==> src/rtl/hazard_stall_unit.sv <==
// Stall/flush controller for a 5-stage MIPS pipeline: load-use and branch-operand
// hazards, taken-branch/jump squash, plus saturating stall and flush statistics.
module hazard_stall_unit #(
    parameter int CNT_W = 16
) (
    input  logic             clk,
    input  logic             reset,
    input  logic             ID_EX_MemRead,
    input  logic             ID_EX_RegWrite,
    input  logic [4:0]       ID_EX_WriteReg,
    input  logic             EX_MEM_MemRead,
    input  logic [4:0]       EX_MEM_RegisterRd,
    input  logic [4:0]       IF_ID_RegisterRs,
    input  logic [4:0]       IF_ID_RegisterRt,
    input  logic             IF_ID_UsesRt,
    input  logic             beq,
    input  logic             bne,
    input  logic             branch_taken,
    input  logic             jump,
    output logic             PCWrite,
    output logic             IF_IDWrite,
    output logic             ID_EX_Flush,
    output logic             IF_ID_Flush,
    output logic [CNT_W-1:0] stall_cycles,
    output logic [CNT_W-1:0] flush_count,
    output logic [1:0]       last_cause,
    output logic             state_dbg_o
);

    typedef enum logic {
        RUN  = 1'b0,
        HOLD = 1'b1
    } state_t;

    localparam logic [CNT_W-1:0] CNT_ONE = {{(CNT_W-1){1'b0}}, 1'b1};
    localparam logic [CNT_W-1:0] CNT_MAX = {CNT_W{1'b1}};

    localparam logic [1:0] CAUSE_NONE      = 2'd0;
    localparam logic [1:0] CAUSE_LOAD_USE  = 2'd1;
    localparam logic [1:0] CAUSE_ALU_BR    = 2'd2;
    localparam logic [1:0] CAUSE_LOAD_BR   = 2'd3;

    state_t           state_q, state_d;
    logic [CNT_W-1:0] stall_cycles_q, stall_cycles_d;
    logic [CNT_W-1:0] flush_count_q, flush_count_d;
    logic [1:0]       last_cause_q, last_cause_d;

    logic       br;
    logic       match_ex, match_mem;
    logic       h1, h2, h3;
    logic       in_hold;
    logic       stall;
    logic       squash;
    logic [1:0] cause_code;

    // r0 is hard-wired zero, so it can never be a true producer.
    assign match_ex  = (ID_EX_WriteReg != 5'd0) &&
                       ((ID_EX_WriteReg == IF_ID_RegisterRs) ||
                        (IF_ID_UsesRt && (ID_EX_WriteReg == IF_ID_RegisterRt)));
    assign match_mem = (EX_MEM_RegisterRd != 5'd0) &&
                       ((EX_MEM_RegisterRd == IF_ID_RegisterRs) ||
                        (IF_ID_UsesRt && (EX_MEM_RegisterRd == IF_ID_RegisterRt)));

    assign br = beq | bne;
    assign h1 = ID_EX_MemRead && match_ex;
    assign h2 = br && ID_EX_RegWrite && !ID_EX_MemRead && match_ex;
    assign h3 = br && EX_MEM_MemRead && match_mem;

    // While reset is asserted the unit behaves as if it were in RUN.
    assign in_hold = (state_q == HOLD) && !reset;

    always_comb begin
        state_d    = state_q;
        stall      = 1'b0;
        cause_code = CAUSE_NONE;
        if (h1) begin
            cause_code = CAUSE_LOAD_USE;
        end else if (h3) begin
            cause_code = CAUSE_LOAD_BR;
        end else if (h2) begin
            cause_code = CAUSE_ALU_BR;
        end
        if (in_hold) begin
            stall   = 1'b1;
            state_d = RUN;
        end else begin
            stall   = h1 | h2 | h3;
            state_d = (h1 && br) ? HOLD : RUN;
        end
    end

    // A stalled taken branch is squashed only in the cycle it resolves.
    assign squash      = !stall && ((br && branch_taken) || jump);
    assign PCWrite     = !stall;
    assign IF_IDWrite  = !stall;
    assign ID_EX_Flush = stall;
    assign IF_ID_Flush = squash;

    always_comb begin
        stall_cycles_d = stall_cycles_q;
        flush_count_d  = flush_count_q;
        last_cause_d   = last_cause_q;
        if (stall && (stall_cycles_q != CNT_MAX)) begin
            stall_cycles_d = stall_cycles_q + CNT_ONE;
        end
        if (squash && (flush_count_q != CNT_MAX)) begin
            flush_count_d = flush_count_q + CNT_ONE;
        end
        if (stall && !in_hold) begin
            last_cause_d = cause_code;
        end
    end

    always_ff @(posedge clk) begin
        if (reset) begin
            state_q        <= RUN;
            stall_cycles_q <= '0;
            flush_count_q  <= '0;
            last_cause_q   <= CAUSE_NONE;
        end else begin
            state_q        <= state_d;
            stall_cycles_q <= stall_cycles_d;
            flush_count_q  <= flush_count_d;
            last_cause_q   <= last_cause_d;
        end
    end

    assign stall_cycles = stall_cycles_q;
    assign flush_count  = flush_count_q;
    assign last_cause   = last_cause_q;
    assign state_dbg_o  = state_q;

endmodule
==> config.mk <==
export PLATFORM = sky130hd
export DESIGN_NAME = hazard_stall_unit
export DESIGN_NICKNAME = d
export VERILOG_FILES = /design/src/rtl/hazard_stall_unit.sv
export SDC_FILE = /design/constraint.sdc
export NUM_CORES = 1
export LEC_CHECK = 0
export ABC_AREA = 1
export CAP_MARGIN = 0
export CORE_MARGIN = 5
export CORE_UTILIZATION = 50
export CTS_CLUSTER_DIAMETER = 120
export CTS_CLUSTER_SIZE = 20
export DETAILED_ROUTE_END_ITERATION = 8
export DONT_BUFFER_PORTS = 1
export PLACE_DENSITY = 0.65
export SYNTH_ARGS = -nofsm -noshare
export SYNTH_HDL_FRONTEND = slang
export SYNTH_SLANG_ARGS = --single-unit
==> constraint.sdc <==
create_clock -name clk -period 4.3 [get_ports clk]
set_input_delay 0.43 -clock clk [delete_from_list [all_inputs] [get_ports clk]]
set_output_delay 0.43 -clock clk [all_outputs]
set_load 0.05 [all_outputs]
==> Word level (Yosys, flattened, before mapping) <==
Index checks and enable logic that the tools add are counted.
{ "totals": {"inputBits": 30, "register_bits": 35, "output_inout_bits": 39, "elab_cells": 47} }
{ "op_classes": {"n_reduce_logical": 27, "mux": 5, "eq_ne": 6, "bitwise_logic": 3, "add_sub_neg": 2} }
{ "op_table": {"columns": ["op", "n"], "rows": [
  ["16-bit by 1-bit adder with 16-bit output, second input constant", 2],
  ["16-bit != test, second input constant", 2],
  ["5-bit == test", 4],
  ["1-bit logical AND", 17],
  ["5-bit nonzero test", 2],
  ["2-bit 2-to-1 mux", 3],
  ["1-bit zero test", 4],
  ["1-bit logical OR", 3],
  ["1-bit bitwise OR", 3],
  ["1-bit 2-to-1 mux", 2],
  ["2-bit OR reduction", 1]
]} }

==> Depth between registers and ports, before layout <==
Gate-level depths: netlist of run 1.
{ "depth": {"word_depth": 11, "ltp_mapped": 13, "depth_no_buf": 13} }

==> Least setup slack after synthesis of run 1 <==
Ideal clock, no wire load.
{ "synth_timing": {"path_kind": "reg2out", "from": "register state_q (netlist: state_dbg_o)", "to": "output port PCWrite", "path_buffers": 2, "stages_incl_launch_ff": 6, "path_slack_ns": 1.877, "required_ns": 3.870, "arrival_ns": 1.993, "path_cell_list": "dfxtp_1 -> nand2_1 -> nand3_4 -> buf_2 -> inv_1 -> buf_4"} }
{ "synth_via": {"elab_chain_cells": 3} }
{ "synth_lines": {"columns": ["item", "line", "text"], "rows": [
  ["from (decl)", "43", "state_t state_q, state_d;"],
  ["from (signal assigned)", "121", "state_q <= state_d;"],
  ["1-bit logical AND", "70", "assign in_hold = (state_q == HOLD) && !reset;"],
  ["1-bit 2-to-1 mux", "83", "if (in_hold) begin"],
  ["net ID_EX_Flush", "22", "output logic ID_EX_Flush,"],
  ["1-bit zero test", null, null],
  ["to (decl)", "20", "output logic PCWrite,"]
]} }
The timed path passes the listed nets, and every way through them passes these cells.

==> Worst setup path after layout of run 1 <==
{ "layout_timing": {"from": "register stall_cycles_q[0] (netlist: stall_cycles[0])", "to": "register stall_cycles_q[0] (netlist: stall_cycles[0])"} }
{ "layout_via": {"elab_chain_cells": 2, "elab_cells_between_ends": 3, "classes_between": "add/sub: 1; eq/ne: 1; reduce/logical: 1"} }
{ "layout_lines": {"columns": ["item", "line", "text"], "rows": [
  ["from (decl)", "44", "logic [CNT_W-1:0] stall_cycles_q, stall_cycles_d;"],
  ["from (signal assigned)", "122", "stall_cycles_q <= stall_cycles_d;"],
  ["parallel branches: the longest is 2 deep, another holds 16-bit by 1-bit adder with 16-bit output", null, null]
]} }
Parallel ways; which one is timed is not known.
A chain may end at the register's enable or synchronous reset.

==> results.py, run 1 <==
metrics = {
    "timing": {
        "hold_viol_final": 0,
        "setup_viol": 0,
        "max_freq_mhz": 342,
        "finClkSkew_ns": 0.00968,
        "rsz0062_at_grt": "false",
        "fin_crit_ns": 2.92,
        "fin_crit_sh_pct": 68.0,
        "tightest_slew_ns": 0.857,
        "fin_tns_setup_ns": 0,
        "max_slew_margin_pct": 42.7,
        "slew_violations": 0,
    },
    "routing": {
        "firstDrtPassIters": 4,
        "num_vias": 2177,
        "ant_nets": 0,
        "routed_wl_um": 5270,
        "drc": 0,
        "wl_per_cell_um": 12.6,
        "drt-initial-drc-count": 87,
        "via_per_inst": 5.20,
    },
    "synth": {
        "synth_fp_nets": 401,
        "synth_cells": 369,
        "synth.largest_area_cell": "dfxtp_1",
        "async_flop_share_pct": 0,
        "syn_area_mm2": 0.00229,
        "yosys_most_used_dff": "dfxtp_1",
        "synth_top_area_share_pct": 30.6,
        "synth_edf_count": 0,
        "synth_seq_cells": 35,
        "yosysSeqAreaShare_pct": 30.6,
        "yosysWarnings": 0,
        "syn-mean-instance-area_um2": 6.20,
        "synth_area_leaders": "dfxtp_1 31%, nand2_1 15%, nand3_1 10%",
        "ys_types": 29,
    },
    "clocking": {
        "cts_resized": 0,
        "post_cts.repair.setup_buffers": 0,
        "cts.sinks": 35,
        "worstSkewPairLatency_ns": 0.29,
        "htree_num_levels": 2,
        "ctsHoldBuffers": 0,
        "cts_tree": "done",
        "clkTransAtPathRegs_ns": 0.08,
        "numCtsBuffers": 5,
        "cts_root_buf": "clkbuf_8",
        "clockBufferDepth": 2,
    },
    "grt": {
        "grt_pass1_wl_um": 9090,
        "gr-usage-met3_pct": 7.52,
        "grt_pass1_vias": 2023,
        "grt_remaining_overflow": 0,
        "grt.total_usage_pct": 17.9,
        "grt_start_max_net_pins": 30,
        "grt_util_met2_pct": 30.1,
        "top_usage_layer": "met2",
        "gr-usage-met1_pct": 20.9,
        "grt_antenna_before_repair": 0,
    },
    "place": {
        "port_buffers": 0,
        "place_area_mm2": 0.00229,
        "dp_hpwl_um": 4090,
        "routabilityCongestion": 0.799,
    },
    "floorplanning": {
        "start_util_pct": 52.2,
        "dieArea_mm2": 0.00603,
        "die_w_um": 77.6,
        "die_y_um": 77.6,
        "core-area_mm2": 0.00438,
        "boundaryPins": 69,
        "rows": 24,
    },
    "cells_and_area": {
        "drive_gt1_share_pct": 3.81,
        "layout.cells.most_common": "nand2_1",
        "diodes": 0,
        "final_core_util_pct": 54.3,
        "layout_common_cells": "92 x nand2_1, 61 x nor2_1, 47 x nand3_1",
        "fin_area_mm2": 0.00238,
        "fin_nets": 398,
        "syn_to_final_growth_pct": 3.99,
    },
    "status": {
        "outcome": "completed",
    },
    "worst_setup_path": {
        "crit_family": "simple AND/OR/NAND/NOR gates",
        "critPathKind": "register to register",
        "rrSetupSlack_ns": 1.38,
        "crit_start": "stall_cycles[0]",
        "crit_end": "stall_cycles[0]",
        "cp.required_ns": 4.53,
        "worstRegToRegCells": 9,
        "critPathCaptureType": "register",
        "cp-start-kind": "register",
        "cp_num_buf_inv": 1,
        "cp_num_cells": 9,
        "crit_path_max_incr_delay_ns": 0.70,
        "path_common_cell": "nand2_1",
        "cp_max_fo": 15,
        "arrival_ns": 3.16,
        "crit_chain": "ha_1 > nand2_1 > nor2_1 > nand4_1 > nand2_1 > inv_1 > nand2_1 > nand2_1 > nor2_1",
        "timing.rr.end": "stall_cycles[0]",
        "r2r-start": "stall_cycles[0]",
        "cp_slowest_cell": "dfxtp_1",
    },
    "power_and_ir_drop": {
        "peakVddDrop_mv": 0.118,
        "leakage_nw": 1.02,
        "p_per_area_mw_per_mm2": 287,
    },
    "hold_path": {
        "hp-class": "input port to register",
    },
    "job": {
        "cap_violations": 0,
    },
}
-- through the flow --
stage / instances / setup slack [ns] / hold slack [ns] / power [mW]
5_1_grt: 419 / 1.04 / 0.173 / 0.721
6_report: 419 / 1.38 / 0.197 / 0.682
3_5_place_dp: 411 / 1.34 / 0.504 / 0.456
4_1_cts: 419 / 1.33 / 0.188 / 0.694
3_3_place_gp: 411 / 1.43 / 0.504 / 0.454
2_1_floorplan: 369 / 1.88 / 0.595 / 0.450
-- power by group --
part / switching [mW] / total, mW / internal (mW) / leakage (nW)
clock network: 0.122 / 0.235 / 0.113 / 0.0412
registers: 0.0304 / 0.361 / 0.330 / 0.283
logic: 0.0592 / 0.0862 / 0.0270 / 0.696
-- cells by family (layout without fill, tap and decap cells) --
kind of cell | count (synthesis) | count (layout) | synth area share [%]
AO/OA/AOI/OAI | 40 | 40 | 9.30
XOR/XNOR | 19 | 19 | 7.28
adder cells (fa/ha/maj) | 2 | 2 | 1.09
buffers and inverters | 53 | 51 | 9.79
flip-flops | 35 | 35 | 30.6
AND/OR/NAND/NOR | 220 | 220 | 41.9
-- per-layer routing --
| metal | share of wire, % | wire, um |
|---|---|---|
| met1 | 44 | 2340 |
| met2 | 45 | 2400 |
| met3 | 9.2 | 483 |
| met4 | 0.87 | 46 |
| met5 | 0 | 0 |
-- flip-flops by register name, indices dropped and copies added, names as in the netlist --
name,flops
stall_cycles,16
flush_count,16
last_cause,2
state_dbg_o,1
-- final cells by class --
| cell class | count | area, um^2 |
|---|---|---|
| clock buffers | 6 | 72.6 |
| clock inverters | 2 | 12.5 |
| fillers | 474 | 2010 |
| inverters | 42 | 158 |
| multi-input cells | 281 | 1360 |
| flip-flops and latches | 35 | 701 |
| well taps | 52 | 65.1 |
| repair buffers | 1 | 7.51 |
-- cell usage after synthesis (5+ instances only) --
| master | count |
|---|---|
| nor2_1 | 61 |
| nand4_1 | 5 |
| clkbuf_1 | 5 |
| xnor2_1 | 9 |
| o21ai_0 | 5 |
| nor3_1 | 5 |
| inv_1 | 42 |
| xor2_1 | 10 |
| nand2_1 | 92 |
| dfxtp_1 | 35 |
| a21oi_1 | 30 |
| nand3_1 | 47 |
-- how the worst min path moves through the flow --
stage | end | startpoint | depth (start not counted)
CTS | stall_cycles[8] | reset | 1
detailed placement | stall_cycles[4] | reset | 1
global placement | stall_cycles[2] | reset | 1
floorplan | state_dbg_o | ID_EX_MemRead | 2
global route | stall_cycles[8] | reset | 1
finish | stall_cycles[3] | reset | 1
(Power assumes the default switching activity.)
==> run 2: changes to the inputs <==
Settings changed: PLACE_DENSITY 0.65 to 0.68.
Clock period 4.3 ns to 2.6 ns, I/O delays scaled along.
==> run 2 against run 1 <==
  * Worst hold slack lost 0.17 ns
  * Clock power grew 120%
  * Core utilization grew 7.2 points
  * Critical path depth grew 3
  * Design area grew 13%
  * Total power grew 86%
  * Routed wire length grew 8.5%
  * Combinational power grew 140%
  * Clock skew shrank 0.00068 ns
  * Critical path type unchanged
==> results.py, run 2 (synthesis gave the netlist of run 1 again) <==
metrics = {
    "place": {
        "place_ws_ns": 0.467,
        "dp_hpwl_um": 4550,
        "place_area_mm2": 0.00258,
        "port_buffers": 0,
        "routabilityCongestion": 0.849,
    },
    "routing": {
        "firstDrtPassIters": 4,
        "drt-initial-drc-count": 103,
        "ant_nets": 0,
        "via_per_inst": 5.15,
        "routed_wl_um": 5710,
        "drc": 0,
        "wl_per_cell_um": 12.5,
        "num_vias": 2355,
    },
    "clocking": {
        "cts_resized": 0,
        "cts_tree": "done",
        "worstSkewPairLatency_ns": 0.29,
        "clockBufferDepth": 2,
        "numCtsBuffers": 5,
        "cts.sinks": 35,
        "ctsHoldBuffers": 0,
        "post_cts.repair.setup_buffers": 0,
        "htree_num_levels": 2,
        "cts_root_buf": "clkbuf_8",
        "clkTransAtPathRegs_ns": 0.08,
    },
    "cells_and_area": {
        "regArea_um2": 701,
        "layout_common_cells": "92 x nand2_1, 61 x nor2_1, 47 x nand3_1",
        "diodes": 0,
        "fin_nets": 436,
        "drive_gt1_share_pct": 13.1,
        "fill_cells": 435,
        "syn_to_final_growth_pct": 17.9,
        "multiInputGateArea_mm2": 0.00136,
        "layout.cells.most_common": "nand2_1",
        "fin_area_mm2": 0.00270,
        "final_core_util_pct": 61.5,
    },
    "hold_path": {
        "hp-class": "input port to register",
    },
    "timing": {
        "hold_ws_ns": 0.0311,
        "hold_viol_final": 0,
        "tightest_slew_ns": 0.520,
        "fin_crit_ns": 1.99,
        "fin_crit_sh_pct": 76.4,
        "max_slew_margin_pct": 65.3,
        "slew_violations": 0,
        "rsz0062_at_grt": "false",
        "max_freq_mhz": 504,
        "setup_viol": 0,
        "finClkSkew_ns": 0.00900,
        "finalWorstSetupSlack_ns": 0.614,
        "fin_tns_setup_ns": 0,
    },
    "worst_setup_path": {
        "cp-start-kind": "register",
        "cp.required_ns": 2.78,
        "critPathKind": "register to register",
        "critPathCaptureType": "register",
        "cp_max_fo": 6,
        "arrival_ns": 2.17,
    },
    "grt": {
        "grt_start_max_net_pins": 21,
        "grt_remaining_overflow": 0,
        "grt_pass1_wl_um": 9670,
        "gr-usage-met3_pct": 7.99,
        "top_usage_layer": "met2",
        "grt_pass1_vias": 2272,
        "gr-usage-met1_pct": 21.5,
        "grt.total_usage_pct": 18.9,
        "grt_util_met2_pct": 32.1,
        "grt_antenna_before_repair": 0,
    },
    "floorplanning": {
        "boundaryPins": 69,
        "die_y_um": 77.6,
        "core-area_mm2": 0.00438,
        "rows": 24,
        "dieArea_mm2": 0.00603,
        "start_util_pct": 52.2,
        "die_w_um": 77.6,
    },
    "power_and_ir_drop": {
        "leakage_nw": 1.24,
        "p_per_area_mw_per_mm2": 472,
        "peakVddDrop_mv": 0.436,
    },
    "status": {
        "outcome": "completed",
    },
    "job": {
        "cap_violations": 0,
    },
}
run 2: worst paths after layout:
path | from | endpoint | slack, ns | depth (start not counted)
worst max-delay path | flush_count[8] | flush_count[15] | 0.61 | 12
worst min-delay path | reset | stall_cycles[14] | 0.03 | 1
worst max register to register | flush_count[8] | flush_count[15] | 0.61 | 12
worst min register to register | flush_count[1] | flush_count[1] | 0.53 | 2
run 2: report_power, final:
| group | total (mW) | switching (mW) | internal (mW) | leakage [nW] |
|---|---|---|---|---|
| Sequential | 0.559 | 0.0129 | 0.547 | 0.283 |
| Combinational | 0.204 | 0.140 | 0.0636 | 0.897 |
| Clock | 0.509 | 0.198 | 0.310 | 0.0612 |
| Total | 1.27 | 0.351 | 0.920 | 1.24 |
run 2: layout make-up:
type	instances	area share, %
multi-input combinational	281	50.5
sequential	35	26.0
timing repair buffer	39	10.9
inverter	42	5.85
clock buffer	6	3.06
tap	52	2.41
clock inverter	2	1.30
run 2: through the flow:
stage	power, mW	std cells
after global placement	0.774	449
after global routing	1.33	457
after CTS	1.29	457
final	1.27	457
after detailed placement	0.777	449
after floorplan	0.744	369
run 2: layer usage:
metal | vias to the layer above | part of all wire [%] | routed length (um)
met4 | 0 | 1.3 | 74
li1 | 1251 | - | -
met2 | 77 | 47 | 2710
met3 | 8 | 9.5 | 545
met5 | - | 0 | 0
met1 | 1019 | 42 | 2380
run 2: worst max-delay path, cell delays in order (launching register included):
cell and delay (ns):
dfxtp_1 0.31, buf_4 0.20, nand2_1 0.12, nor2_1 0.15, nand2_1 0.08, nor2_1 0.21, nand3_2 0.19, nand2_1 0.17
nor2_1 0.08, nand3_1 0.09, nor2_1 0.07, a21oi_1 0.15, nor2_1 0.06
==> run 3: changes to the inputs <==
Clock period 2.6 ns to 1.64 ns, I/O delays scaled along.
==> run 3 against run 2 <==
  * Core utilization is 5.4 points higher
  * Sequential power grew 59%
  * Non-clock buffer count increased by 8
  * Critical endpoint unchanged
  * Largest cell class unchanged
  * Highest routed layer unchanged
==> results.py, run 3 (synthesis gave the netlist of run 1 again) <==
metrics = {
    "status": {
        "outcome": "completed",
    },
    "cells_and_area": {
        "fin_area_mm2": 0.00293,
        "fill_cells": 406,
        "regArea_um2": 758,
        "diodes": 0,
        "syn_to_final_growth_pct": 28.2,
        "drive_gt1_share_pct": 26.2,
        "layout.cells.most_common": "nand2_1",
        "multiInputGateArea_mm2": 0.00146,
        "fin_nets": 444,
        "layout_common_cells": "87 x nand2_1, 54 x nor2_1, 46 x nand3_1",
    },
    "worst_setup_path": {
        "path_common_cell": "nand3_1",
        "crit_family": "simple AND/OR/NAND/NOR gates",
        "cp-start-kind": "register",
        "crit_chain": "nand3_1 > nor3_2 > nand2_4 > nor2_4 > nand3_2 > nor2_2 > nand3_1 > nand2_1 > nor2_1",
        "cp_slowest_cell": "dfxtp_2",
        "cp_num_cells": 9,
        "cp_max_fo": 3,
        "critPathCaptureType": "register",
        "worstRegToRegCells": 9,
        "cp.required_ns": 1.83,
        "crit_path_max_incr_delay_ns": 0.34,
        "critPathKind": "register to register",
        "arrival_ns": 1.73,
        "cp_num_buf_inv": 0,
    },
    "grt": {
        "grt_pass1_vias": 2333,
        "grt_remaining_overflow": 0,
        "grt.total_usage_pct": 19.8,
        "grt_pass1_wl_um": 10200,
        "grt_antenna_before_repair": 0,
        "grt_start_max_net_pins": 27,
    },
    "clocking": {
        "clockBufferDepth": 2,
        "cts.sinks": 35,
        "htree_num_levels": 2,
        "clkTransAtPathRegs_ns": 0.08,
        "cts_root_buf": "clkbuf_8",
        "numCtsBuffers": 5,
        "cts_tree": "done",
        "worstSkewPairLatency_ns": 0.29,
    },
    "timing": {
        "finClkSkew_ns": 0.00546,
        "slew_violations": 0,
        "fin_crit_sh_pct": 94.4,
        "fin_crit_ns": 1.55,
        "max_freq_mhz": 646,
        "fin_tns_setup_ns": 0,
        "setup_viol": 0,
        "max_slew_margin_pct": 61.2,
        "tightest_slew_ns": 0.580,
        "hold_ws_ns": 0.0499,
        "hold_viol_final": 0,
    },
    "floorplanning": {
        "rows": 24,
        "core-area_mm2": 0.00438,
        "boundaryPins": 69,
        "dieArea_mm2": 0.00603,
        "die_w_um": 77.6,
        "die_y_um": 77.6,
        "start_util_pct": 52.2,
    },
    "power_and_ir_drop": {
        "power.total_mw": 1.87,
        "p_switching_mw": 0.581,
        "seq_power_share_pct": 47.6,
        "p_int_mw": 1.29,
        "comb_power_share_pct": 19.7,
        "p_clk_share_pct": 32.7,
        "swShare_pct": 31.1,
        "peakVddDrop_mv": 0.453,
        "leakage_nw": 1.30,
        "p_per_area_mw_per_mm2": 636,
    },
    "routing": {
        "drc": 0,
        "drt-initial-drc-count": 85,
        "num_vias": 2426,
        "firstDrtPassIters": 4,
        "routed_wl_um": 5890,
        "wl_per_cell_um": 12.7,
        "ant_nets": 0,
        "via_per_inst": 5.22,
    },
    "hold_path": {
        "min_path_cells": 2,
        "hp-class": "input port to register",
    },
    "job": {
        "cap_violations": 0,
    },
    "place": {
        "routabilityCongestion": 0.892,
        "port_buffers": 0,
        "dp_hpwl_um": 4550,
        "place_area_mm2": 0.00271,
    },
}
-- run 3: power groups by stage --
| stage | combinational, mW | sequential (mW) | clock (mW) |
|---|---|---|---|
| floorplan | 0.230 | 0.957 | 0 |
| global placement | 0.335 | 0.905 | 0 |
| detailed placement | 0.341 | 0.906 | 0 |
| CTS | 0.350 | 0.886 | 0.630 |
| global route | 0.405 | 0.892 | 0.678 |
| finish | 0.368 | 0.888 | 0.610 |
-- run 3: stage by stage --
stage | cells | utilization (%) | setup slack, ns
3_5_place_dp | 453 | 61.8 | 0.00192
6_report | 465 | 66.9 | 0.0923
5_1_grt | 465 | 66.9 | -0.0545
2_1_floorplan | 369 | - | -0.000443
4_1_cts | 462 | 64.1 | 0.0130
3_3_place_gp | 453 | 61.8 | 0.0760
-- run 3: cell type report --
cell class                 count  share of cell area (%)
multi-input combinational    281                    49.6
sequential                    35                    25.9
timing repair buffer          47                    14.0
inverter                      42                    5.50
clock buffer                   5                    2.35
tap                           52                    2.22
clock inverter                 3                   0.512
-- run 3: timing repair --
item                       CTS  global route
pin swaps                    0             7
gates resized for setup      1            21
setup buffers                0             3
hold endpoints to repair    15             0
setup endpoints to repair    1            23
hold buffers                 1             0
-- run 3: path summary, 6_finish.rpt --
path,startpoint,to,slack (ns)
worst max-delay path,flush_count[5],flush_count[15],0.09
worst min-delay path,ID_EX_MemRead,state_dbg_o,0.05
worst min register to register,stall_cycles[9],stall_cycles[9],0.51
worst max register to register,flush_count[5],flush_count[15],0.09
-- run 3: per-layer routing --
metal	GRT usage [%]	routed length [um]
met2	34.5	2820
met5	0	0
met3	5.32	391
met1	23.9	2600
met4	5.15	78
